**src/rtl/pll_seq.sv**
```systemverilog
// rtl/pll_seq.sv - PLL power-up/recovery sequencer driving pllen, resetn and clock enables
module pll_seq #(
    parameter int unsigned CNT_W         = 16,
    parameter int unsigned RST_CYCLES    = 16,
    parameter int unsigned LOCK_TIMEOUT  = 50000,
    parameter int unsigned STABLE_CYCLES = 1024,
    parameter logic [3:0]  CLKEN_MASK    = 4'b0011,
    parameter int unsigned MAX_RETRY     = 3
) (
    input  logic       clk,
    input  logic       reset,
    input  logic       enable,
    input  logic       lock,
    output logic       pllen,
    output logic       pll_resetn,
    output logic [3:0] clkouten,
    output logic       ready,
    output logic       fault,
    output logic [2:0] state
);

    typedef enum logic [2:0] {
        S_OFF       = 3'd0,
        S_RESET     = 3'd1,
        S_WAIT_LOCK = 3'd2,
        S_STABLE    = 3'd3,
        S_ENABLE    = 3'd4,
        S_RUN       = 3'd5,
        S_FAULT     = 3'd6
    } state_t;

    localparam logic [CNT_W-1:0] RST_LAST    = CNT_W'(RST_CYCLES - 1);
    localparam logic [CNT_W-1:0] TIMEOUT_LAST = CNT_W'(LOCK_TIMEOUT - 1);
    localparam logic [CNT_W-1:0] STABLE_LAST = CNT_W'(STABLE_CYCLES - 1);
    localparam logic [3:0]       RETRY_LIMIT = 4'(MAX_RETRY);

    state_t           cur;
    logic [CNT_W-1:0] cnt;
    logic [CNT_W-1:0] cnt_inc;
    logic [3:0]       retry;
    logic [3:0]       retry_nxt;
    logic             lock_m;
    logic             lock_s;
    logic [3:0]       need;
    logic [3:0]       next_bit;
    logic             fail_now;

    assign state     = cur;
    assign cnt_inc   = (cnt == '1) ? cnt : cnt + 1'b1;
    assign retry_nxt = retry + 4'd1;

    // lowest mask bit still missing from clkouten
    assign need     = CLKEN_MASK & ~clkouten;
    assign next_bit = need & (~need + 4'd1);

    assign fail_now = enable && !lock_s &&
                      ((cur == S_RUN) || (cur == S_WAIT_LOCK && cnt == TIMEOUT_LAST));

    always_ff @(posedge clk) begin
        if (reset) begin
            cur        <= S_OFF;
            cnt        <= '0;
            retry      <= '0;
            lock_m     <= 1'b0;
            lock_s     <= 1'b0;
            pllen      <= 1'b0;
            pll_resetn <= 1'b0;
            clkouten   <= '0;
            ready      <= 1'b0;
            fault      <= 1'b0;
        end else begin
            lock_m <= lock;
            lock_s <= lock_m;
            if (!enable) begin
                cur        <= S_OFF;
                cnt        <= '0;
                retry      <= '0;
                pllen      <= 1'b0;
                pll_resetn <= 1'b0;
                clkouten   <= '0;
                ready      <= 1'b0;
                fault      <= 1'b0;
            end else if (fail_now) begin
                clkouten   <= '0;
                ready      <= 1'b0;
                pll_resetn <= 1'b0;
                retry      <= retry_nxt;
                cnt        <= '0;
                if (retry_nxt == RETRY_LIMIT) begin
                    cur   <= S_FAULT;
                    pllen <= 1'b0;
                    fault <= 1'b1;
                end else begin
                    cur   <= S_RESET;
                    pllen <= 1'b1;
                end
            end else begin
                case (cur)
                    S_OFF: begin
                        cur        <= S_RESET;
                        cnt        <= '0;
                        pllen      <= 1'b1;
                        pll_resetn <= 1'b0;
                    end
                    S_RESET: begin
                        if (cnt == RST_LAST) begin
                            cur        <= S_WAIT_LOCK;
                            cnt        <= '0;
                            pll_resetn <= 1'b1;
                        end else begin
                            cnt <= cnt_inc;
                        end
                    end
                    S_WAIT_LOCK: begin
                        if (lock_s) begin
                            cur <= S_STABLE;
                            cnt <= '0;
                        end else begin
                            cnt <= cnt_inc;
                        end
                    end
                    S_STABLE: begin
                        // a lock drop here only restarts the lock wait, no retry charged
                        if (!lock_s) begin
                            cur <= S_WAIT_LOCK;
                            cnt <= '0;
                        end else if (cnt == STABLE_LAST) begin
                            cur <= S_ENABLE;
                            cnt <= '0;
                        end else begin
                            cnt <= cnt_inc;
                        end
                    end
                    S_ENABLE: begin
                        if (clkouten == CLKEN_MASK) begin
                            cur   <= S_RUN;
                            ready <= 1'b1;
                            retry <= '0;
                        end else begin
                            clkouten <= clkouten | next_bit;
                        end
                    end
                    S_RUN, S_FAULT: begin
                    end
                    default: begin
                        cur        <= S_OFF;
                        cnt        <= '0;
                        pllen      <= 1'b0;
                        pll_resetn <= 1'b0;
                        clkouten   <= '0;
                        ready      <= 1'b0;
                        fault      <= 1'b0;
                    end
                endcase
            end
        end
    end

endmodule

```
**config.mk**
```make
export PLATFORM = sky130hd
export DESIGN_NAME = pll_seq
export DESIGN_NICKNAME = d
export VERILOG_FILES = /design/src/rtl/pll_seq.sv
export SDC_FILE = /design/constraint.sdc
export NUM_CORES = 1
export LEC_CHECK = 0
export ABC_AREA = 0
export CAP_MARGIN = 20
export CELL_PAD_IN_SITES_DETAIL_PLACEMENT = 1
export CELL_PAD_IN_SITES_GLOBAL_PLACEMENT = 1
export CORE_UTILIZATION = 25
export CTS_BUF_LIST = sky130_fd_sc_hd__clkbuf_4
export CTS_CLUSTER_DIAMETER = 80
export DETAILED_ROUTE_END_ITERATION = 12
export GPL_ROUTABILITY_DRIVEN = 1
export PLACE_DENSITY_LB_ADDON = 0.1
export SLEW_MARGIN = 40
export SYNTH_ARGS = -nofsm -noshare
export SYNTH_HDL_FRONTEND = slang
export SYNTH_SLANG_ARGS = --single-unit
export TNS_END_PERCENT = 50
```
**constraint.sdc**
```tcl
create_clock -name clk -period 3.8 [get_ports clk]
set_input_delay 0.57 -clock clk [delete_from_list [all_inputs] [get_ports clk]]
set_output_delay 0.57 -clock clk [all_outputs]
set_load 0.02 [all_outputs]
```
==> Yosys cells after proc, flatten, opt, wreduce, memory -nomap -nowiden <==
Cells that the tools add are included.
{ "word_totals": {"output_inout_bits": 11, "mem_bits_rw": 0, "memories": 0, "romBits": 0, "latchBits": 0, "ff_bits": 33} }
{ "op_classes": {"n_mul": 0, "bitwise_logic": 7, "reduce_logical": 22, "muxes": 29, "n_lt_le_gt_ge": 0, "eq_ne": 23, "div": 0, "shifts": 0, "add_sub_neg": 3} }
{ "ops": {"columns": ["op", "n"], "rows": [
  ["$mux 16", 5],
  ["$pmux 16 s4", 1],
  ["$eq 16x16->1 const B", 2],
  ["$mux 3", 7],
  ["$pmux 3 s6", 1],
  ["$add 16x1->16 const B", 1],
  ["$eq 16x10->1 const B", 1],
  ["$eq 16x4->1 const B", 1],
  ["$mux 4", 4],
  ["$reduce_or 6->1", 2],
  ["$reduce_and 2->1", 5],
  ["$eq 3x3->1 const B", 3],
  ["$ne 3x3->1 const B", 3],
  ["$add 4x1->4 const B", 2],
  ["$eq 4x2->1 const B", 2],
  ["$ne 2x2->1 const B", 4],
  ["$pmux 4 s2", 1],
  ["$mux 1", 7],
  ["$reduce_or 7->1", 1],
  ["$eq 3x2->1 const B", 2],
  ["$ne 2x1->1 const B", 3],
  ["$pmux 1 s2", 3],
  ["$reduce_or 3->1", 2],
  ["$reduce_and 5->1", 1],
  ["other kinds (14)", 20]
]} }

==> Longest topological paths before layout <==
Gate-level depths: netlist of the first run.
{ "logic_depth": {"word_depth": 7, "mapped_depth": 9} }

==> Least setup slack after synthesis of the first run <==
Ideal clock, no wire load.
{ "synth_path": {"kind": "register to register", "start": "reg cur[1], in the netlist state[1]", "end": "reg cnt[15]", "t_required_ns": 3.683, "setup_slack_ns": 1.576, "path_buffers": 2, "arrival_time_ns": 2.107, "stages_incl_launch_ff": 9, "cell_sequence": "dfxtp_1 > buf_4 > or4b_4 > nand2b_4 > o31ai_2 > buf_4 > nor2_2 > a21o_1 > a22o_1"} }
{ "synth_between": {"elab_chain_len": 5, "word_cells_on_any_way": 12, "cone_classes": "6 x eq/ne; 1 x mux; 5 x reduce/logical"} }
{ "synth_lines": {"columns": ["item", "line", "text"], "rows": [
  ["start: declaration", "37", "state_t cur;"],
  ["start signal: assignment", "61", "cur <= S_OFF;"],
  ["start signal: assignment", "75", "cur <= S_OFF;"],
  ["start signal: assignment", "90", "cur <= S_FAULT;"],
  ["parallel branches: the longest is 5 deep, another holds $pmux 16 s4", null, null],
  ["end signal: assignment", "111", "cnt <= cnt_inc;"],
  ["end signal: assignment", "119", "cnt <= cnt_inc;"],
  ["end signal: assignment", "131", "cnt <= cnt_inc;"],
  ["end: declaration", "38", "logic [CNT_W-1:0] cnt;"]
]} }
Several ways; the timed one is not identified.
A chain may end at the register's enable or synchronous reset.

==> Worst setup path after layout of the first run <==
{ "layout_path": {"start": "reg cnt[0]", "end": "reg cnt[15]"} }
{ "layout_between": {"elab_chain_len": 5, "word_cells_on_any_way": 15, "cone_classes": "1 x add/sub; 4 x eq/ne; 6 x mux; 4 x reduce/logical"} }
{ "layout_lines": {"columns": ["item", "line", "text"], "rows": [
  ["$add 16x1->16, or another cell as far along", "49", "assign cnt_inc = (cnt == '1) ? cnt : cnt + 1'b1;"],
  ["$mux 16 / $logic_and 1x1->1 (equally long branches)", "49, 57", null],
  ["$mux 16 / $logic_or 1x1->1 (equally long branches)", "127, 57", null],
  ["$mux 16 / $logic_and 1x1->1 (equally long branches)", "124, 56", null],
  ["$pmux 16 s4 / $reduce_or 3->1 (equally long branches)", null, null]
]} }
Parallel ways exist; a longest one is shown, timed or not.

==> summary.txt, run 1 <==
Final layout
  – Commonest non-fill, non-tap cell in the layout: dfxtp_1
  – Finished Core Util: 29.5%
  – Most frequent cells in the layout: dfxtp_1, nor2_1, a21oi_1, nand2_1, nand3_1
  – Net count reported at finish: 252
  – Diode count: 0
  – Fraction of layout instances using a drive strength above 1: 7.38%
  – Area grow syn2layout: 12.8%

STA
  – Max-slew violations: 0
  – Fmax: 379 MHz
  – Worst Tran Pin Value: 0.714 ns
  – RSZ-0062 raised after global routing: no
  – Tmin final: 2.64 ns
  – Setup TNS: 0 ns
  – Slew HR: 52.0%
  – Setup-failing EPs final: 0
  – Part of the cycle the worst path needs: 69.4%
  – Final hold violation count: 0
  – Fin Clk Skew: 0.0112 ns

Global routing
  – First-pass GRT wire length: 8.38 mm
  – Grt ovf: 0
  – Largest net degree at the start of global routing: 23
  – Vias in the first global route: 1,691
  – Overall global routing resource usage: 14.4%
  – Initial antenna violation count: 0

Worst setup path
  – Startpoint types: flop
  – Critical path class: flop to flop
  – Worst Path Required: 4.03 ns
  – CP cell instances: ha_1 > nand3_2 > or4_1 > o31ai_2 > a31oi_1 > buf_4 > a21o_1 > a22o_1
  – Critical path buffers and inverters: 1
  – Worst Setup End Kind: flop
  – Critical path peak fanout: 22
  – CP arrival: 2.87 ns
  – Slowest CP cell: or4_1
  – Biggest cell delay along the critical path: 0.57 ns
  – CP delay by family, top: compound AO/OA/AOI/OAI gates

Logic synthesis
  – Post-synthesis mux area share: 1.12%
  – Async S/R FF share, synth: 0%
  – EDFF count, synth: 0
  – XOR/XNOR Fraction of Synth Area: 0.488%
  – Synth Area in Compound Gates: 23.2%
  – Synthesized flop and latch total: 31
  – Synthesized area per cell: 7.57 sq um
  – Top cells by area, synth: dfxtp_1, a21oi_1, nor2_1
  – Register area share after synthesis: 34.6%
  – Area leader, netlist: dfxtp_1
  – Ys Warns: 0
  – Post-synthesis adder-cell area fraction: 2.09%
  – Post-synthesis simple-gate area fraction: 32.2%
  – Post-Syn Area: 1790 sq um
  – Syn Inst Count: 237
  – Largest family of logic cells by synthesized area: simple AND/OR/NAND/NOR gates
  – Area share of the largest cell type after synthesis: 34.6%
  – Commonest register cell after synthesis: dfxtp_1
  – Yosys cell types: 50

CTS
  – H-Tree Depth: 2
  – Post-CTS Setup Bufs: 0
  – CTS tree: yes
  – Later-pin clock latency in the skew report: 0.33 ns
  – Total CTS buffers: 5
  – CTS clock-pin slew for the worst setup and hold paths: 0.10 ns
  – Max clock buf depth: 2
  – Hold buffers post-CTS: 0
  – # resized after CTS: 0
  – CTS Sinks: 31
  – Root Buffer: clkbuf_4

Place
  – GPL Wtd Cong: 0.714
  – Port Buf Inserts: 12
  – DP HPWL: 3.57 mm

Power
  – Peak supply drop: 0.0834 mV
  – Pwr/cell area: 279 nW/um^2
  – Lkg Pwr: 0.000699 uW
  – Combinational fraction of design power: 7.7%
  – Clock Power Share: 33.2%
  – P_int: 419 uW
  – Sequential power share: 59.1%
  – Sw power: 144 uW
  – Switching Share: 25.6%

Drt
  – Wirelength, routed: 4.85 mm
  – Total number of vias: 1,723
  – Detailed Routing Iterations Pass 1: 4
  – DR WL/cell: 14.3 um
  – DRT iter0 DRCs: 86
  – Vias per cell: 5.07
  – Final ANT Viol Nets: 0
  – Drt drc: 0

Outcome
  – Run status: finished clean

Run
  – Max-cap violations: 0

Die
  – Die Width: 86.7 um
  – Core ar.: 6870 sq um
  – Starting Density: 26.1%
  – FP Rows: 30
  – IO Count: 15
  – Die Span Y: 86.7 um
  – Die area: 7520 sq um

Worst hold path
  – Hold Path Class: flop to flop
-- cells by family after synthesis --
kind of cell,count (synthesis)
simple gates,109
compound gates,68
flops,31
buf+inv,22
fa+ha+maj,3
mux,2
other cells,1
xor+xnor,1
-- Yosys cell counts (2+ instances only) --
cell type  number
dfxtp_1        31
nor2_1         27
a21oi_1        26
nand2_1        20
nand3_1        15
o21ai_0        13
a31oi_1        10
inv_1           7
nor3_1          7
and3_1          6
clkbuf_1        6
nand4_1         5
buf_4           4
nand2b_1        4
nor2b_1         4
buf_2           3
ha_1            3
nor4_1          3
a211oi_1        2
a22o_1          2
and4_1          2
mux2i_1         2
nor3b_1         2
o21a_1          2
o22ai_1         2
o31ai_1         2
o31ai_2         2
or2_2           2
or3_1           2
-- per-stage QoR --
step | cells | area, sq um | setup WS [ns] | hold WS, ns | total power, uW
finish | 340 | 2020 | 1.16 | 0.447 | 564
global route | 340 | 2020 | 0.949 | 0.476 | 594
CTS | 340 | 2020 | 1.14 | 0.450 | 574
detailed placement | 334 | 1980 | 0.902 | 0.427 | 384
global placement | 334 | 1980 | 0.963 | 0.421 | 384
floorplan | 238 | 1800 | 1.58 | 0.414 | 371
-- power by group through the flow --
stage               clock [uW]  sequential, uW  combinational [uW]
finish                     187             333                43.2
global route               212             334                48.3
CTS                        198             333                43.8
detailed placement           0             340                43.8
global placement             0             341                43.7
floorplan                    0             340                30.3
-- final timing paths --
check / startpoint / endpoint / slack [ns] / depth (start not counted)
setup / recovery: cnt[0]$_SDFFE_PP0N_ / cnt[15]$_SDFFE_PP0N_ / 1.16 / 8
hold / removal: lock_m$_SDFF_PP0_ / lock_s$_SDFF_PP0_ / 0.45 / 1
setup reg to reg: cnt[0]$_SDFFE_PP0N_ / cnt[15]$_SDFFE_PP0N_ / 1.16 / 8
hold reg to reg: lock_m$_SDFF_PP0_ / lock_s$_SDFF_PP0_ / 0.45 / 1
-- flip-flops by register name, indices dropped and copies added (netlist names) --
| signal | count |
|---|---|
| cnt | 16 |
| retry | 4 |
| state | 3 |
| clkouten | 2 |
| fault | 1 |
| lock_m | 1 |
| lock_s | 1 |
| pll_resetn | 1 |
| pllen | 1 |
| ready | 1 |
-- worst reg2reg max path: stages, from the launching register on --
cell	delay (ns)
dfxtp_1	0.40
ha_1	0.26
nand3_2	0.15
or4_1	0.57
o31ai_2	0.46
a31oi_1	0.08
buf_4	0.23
a21o_1	0.18
a22o_1	0.21
-- per-layer routing --
| layer | GRT usage [%] | share of wire (%) | wire length [um] |
|---|---|---|---|
| met1 | 19.6 | 51 | 2490 |
| met2 | 22.4 | 45 | 2170 |
| met3 | 3.14 | 2.6 | 126 |
| met4 | 4.70 | 1.4 | 66 |
| met5 | 0 | 0 | 0 |
-- area by class of cell --
| type | count | area [sq um] |
|---|---|---|
| Fill cell | 842 | 4850 |
| Multi-Input combinational cell | 185 | 1070 |
| Sequential cell | 31 | 621 |
| Timing Repair Buffer | 15 | 143 |
| Tap cell | 96 | 120 |
| Clock buffer | 6 | 45.0 |
| Inverter | 7 | 26.3 |
Note: power is estimated with default switching activity, not from simulation.
==> run 2: changes to the inputs <==
Clock period 3.8 ns to 2.7 ns, I/O delays scaled along.
==> run 2 against run 1 <==
Effect of this change:
- critical path depth unchanged
- setup slack worse by 0.90 ns
- non-clock buffer count increased by 8
- count of clock-buffer cells in the layout fell by 1
- sequential share of layout area shrank 1.2 points
- total power rose by 43%
- critical endpoint unchanged
==> summary.txt, run 2 (synthesis results as in run 1) <==
CTS
  – CTS clock-pin slew for the worst setup and hold paths: 0.10 ns
  – Root Buffer: clkbuf_4
  – # resized after CTS: 0
  – H-Tree Depth: 2
  – CTS tree: yes
  – CTS Sinks: 31
  – Max clock buf depth: 2
  – Later-pin clock latency in the skew report: 0.34 ns
  – Hold buffers post-CTS: 0
  – Total CTS buffers: 5
  – Post-CTS Setup Bufs: 0

Die
  – Core ar.: 6870 sq um
  – Die Span Y: 86.7 um
  – IO Count: 15
  – Die Width: 86.7 um
  – FP Rows: 30
  – Starting Density: 26.1%
  – Die area: 7520 sq um

Final layout
  – Max reg flops: 16
  – Diode count: 0
  – Area grow syn2layout: 17.2%
  – Fin cells: 350
  – Most frequent cells in the layout: dfxtp_1, nor2_1, a21oi_1, nand2_1, nand3_1
  – Commonest non-fill, non-tap cell in the layout: dfxtp_1
  – Net count reported at finish: 260
  – Largest Register: cnt
  – Fraction of layout instances using a drive strength above 1: 11.0%

Worst setup path
  – Startpoint types: flop
  – Slowest CP cell: or4_1
  – Critical path peak fanout: 10
  – Worst setup endpoint: cnt[15]$_SDFFE_PP0N_
  – Critical path class: flop to flop
  – CP delay by family, top: simple AND/OR/NAND/NOR gates
  – Critical path buffers and inverters: 1
  – R2R cell count: 8
  – Worst Setup End Kind: flop
  – CP arrival: 2.68 ns
  – Worst Path Required: 2.94 ns
  – Critical path depth: 8
  – CP startpoint: cnt[0]$_SDFFE_PP0N_
  – Reg-to-reg endpoint: cnt[15]$_SDFFE_PP0N_
  – Biggest cell delay along the critical path: 0.56 ns
  – Reg2reg start: cnt[0]$_SDFFE_PP0N_
  – CP cell instances: ha_1 > nand3_2 > or4_1 > o31ai_2 > buf_4 > nor2_2 > a21o_1 > a22o_1
  – FF-to-FF setup slack: 0.26 ns

STA
  – Max-slew violations: 0
  – Final hold violation count: 0
  – Worst Tran Pin Value: 0.539 ns
  – Setup TNS: 0 ns
  – Setup-failing EPs final: 0
  – Fin Clk Skew: 0.00990 ns
  – RSZ-0062 raised after global routing: no
  – Slew HR: 63.8%
  – Fmax: 410 MHz
  – Tmin final: 2.44 ns
  – Part of the cycle the worst path needs: 90.2%

Drt
  – Drt drc: 0
  – Final ANT Viol Nets: 0
  – Wirelength, routed: 4.96 mm
  – DR WL/cell: 14.2 um
  – Vias per cell: 4.99
  – Detailed Routing Iterations Pass 1: 4
  – Total number of vias: 1,747
  – DRT iter0 DRCs: 44

Outcome
  – Run status: finished clean

Global routing
  – Largest net degree at the start of global routing: 23
  – First-pass GRT wire length: 8.81 mm
  – Overall global routing resource usage: 15.2%
  – Vias in the first global route: 1,729
  – Initial antenna violation count: 0
  – Grt ovf: 0

Worst hold path
  – Worst Hold Depth: 1
  – Hold Path Class: flop to flop

Power
  – Lkg Pwr: 0.000749 uW
  – Sw power: 220 uW
  – Peak supply drop: 0.174 mV
  – Pwr/cell area: 384 nW/um^2
  – Switching Share: 27.2%
  – Clock Power Share: 33.7%
  – Combinational fraction of design power: 8.8%
  – Sequential power share: 57.5%
  – P_int: 589 uW

Place
  – GPL Wtd Cong: 0.743
  – DP HPWL: 3.70 mm
  – Cell count after placement: 342
  – Port Buf Inserts: 12

Run
  – Max-cap violations: 0
==> run 2: cell types whose count changed in the layout (fill, tap and decap cells not counted), sizes merged <==
cell	previous run	this run
buf	3	11
clkbuf	6	5
clkinv	0	3
==> run 2: power by group through the flow <==
| stage | Combinational, uW | Clock, uW | Sequential (uW) |
|---|---|---|---|
| after CTS | 72.1 | 290 | 465 |
| after global routing | 79.0 | 313 | 466 |
| after floorplan | 42.6 | 0 | 479 |
| after detailed placement | 71.9 | 0 | 475 |
| final | 71.3 | 272 | 465 |
| after global placement | 71.8 | 0 | 475 |
==> run 2: worst min path at each step <==
| stage | from | slack, ns | end |
|---|---|---|---|
| 4_1_cts | lock_m$_SDFF_PP0_ | 0.45 | lock_s$_SDFF_PP0_ |
| 3_5_place_dp | lock_m$_SDFF_PP0_ | 0.43 | lock_s$_SDFF_PP0_ |
| 2_1_floorplan | lock_m$_SDFF_PP0_ | 0.41 | lock_s$_SDFF_PP0_ |
| 5_1_grt | lock_m$_SDFF_PP0_ | 0.47 | lock_s$_SDFF_PP0_ |
| 6_report | lock_m$_SDFF_PP0_ | 0.45 | lock_s$_SDFF_PP0_ |
| 3_3_place_gp | lock_m$_SDFF_PP0_ | 0.42 | lock_s$_SDFF_PP0_ |
==> run 2: area by class of cell <==
type,count,area (sq um)
inverters,7,26.3
multi-input cells,185,1070
clock inverters,3,15.0
clock buffers,5,37.5
well taps,96,120
repair buffers,23,215
fillers,839,4770
flip-flops and latches,31,621
==> run 2: metrics by stage <==
step                      total power [uW]  hold WS, ns  utilization (%)  instance area (sq um)  setup WS, ns
after floorplan                        521        0.414                -                   1800         0.476
after global placement                 547        0.418             29.9                   2050         0.167
after detailed placement               547        0.430             29.9                   2050        0.0754
after CTS                              827        0.454             30.6                   2100         0.231
after global routing                   857        0.473             30.6                   2100        0.0639
final                                  808        0.453             30.6                   2100         0.264
==> run 2: per-layer routing <==
| metal | GRT usage (%) | routed length, um | vias to the layer above |
|---|---|---|---|
| met2 | 22.4 | 2100 | 18 |
| li1 | - | - | 892 |
| met3 | 3.14 | 130 | 5 |
| met5 | 0 | 0 | - |
| met1 | 21.8 | 2670 | 832 |
| met4 | 5.00 | 56 | 0 |
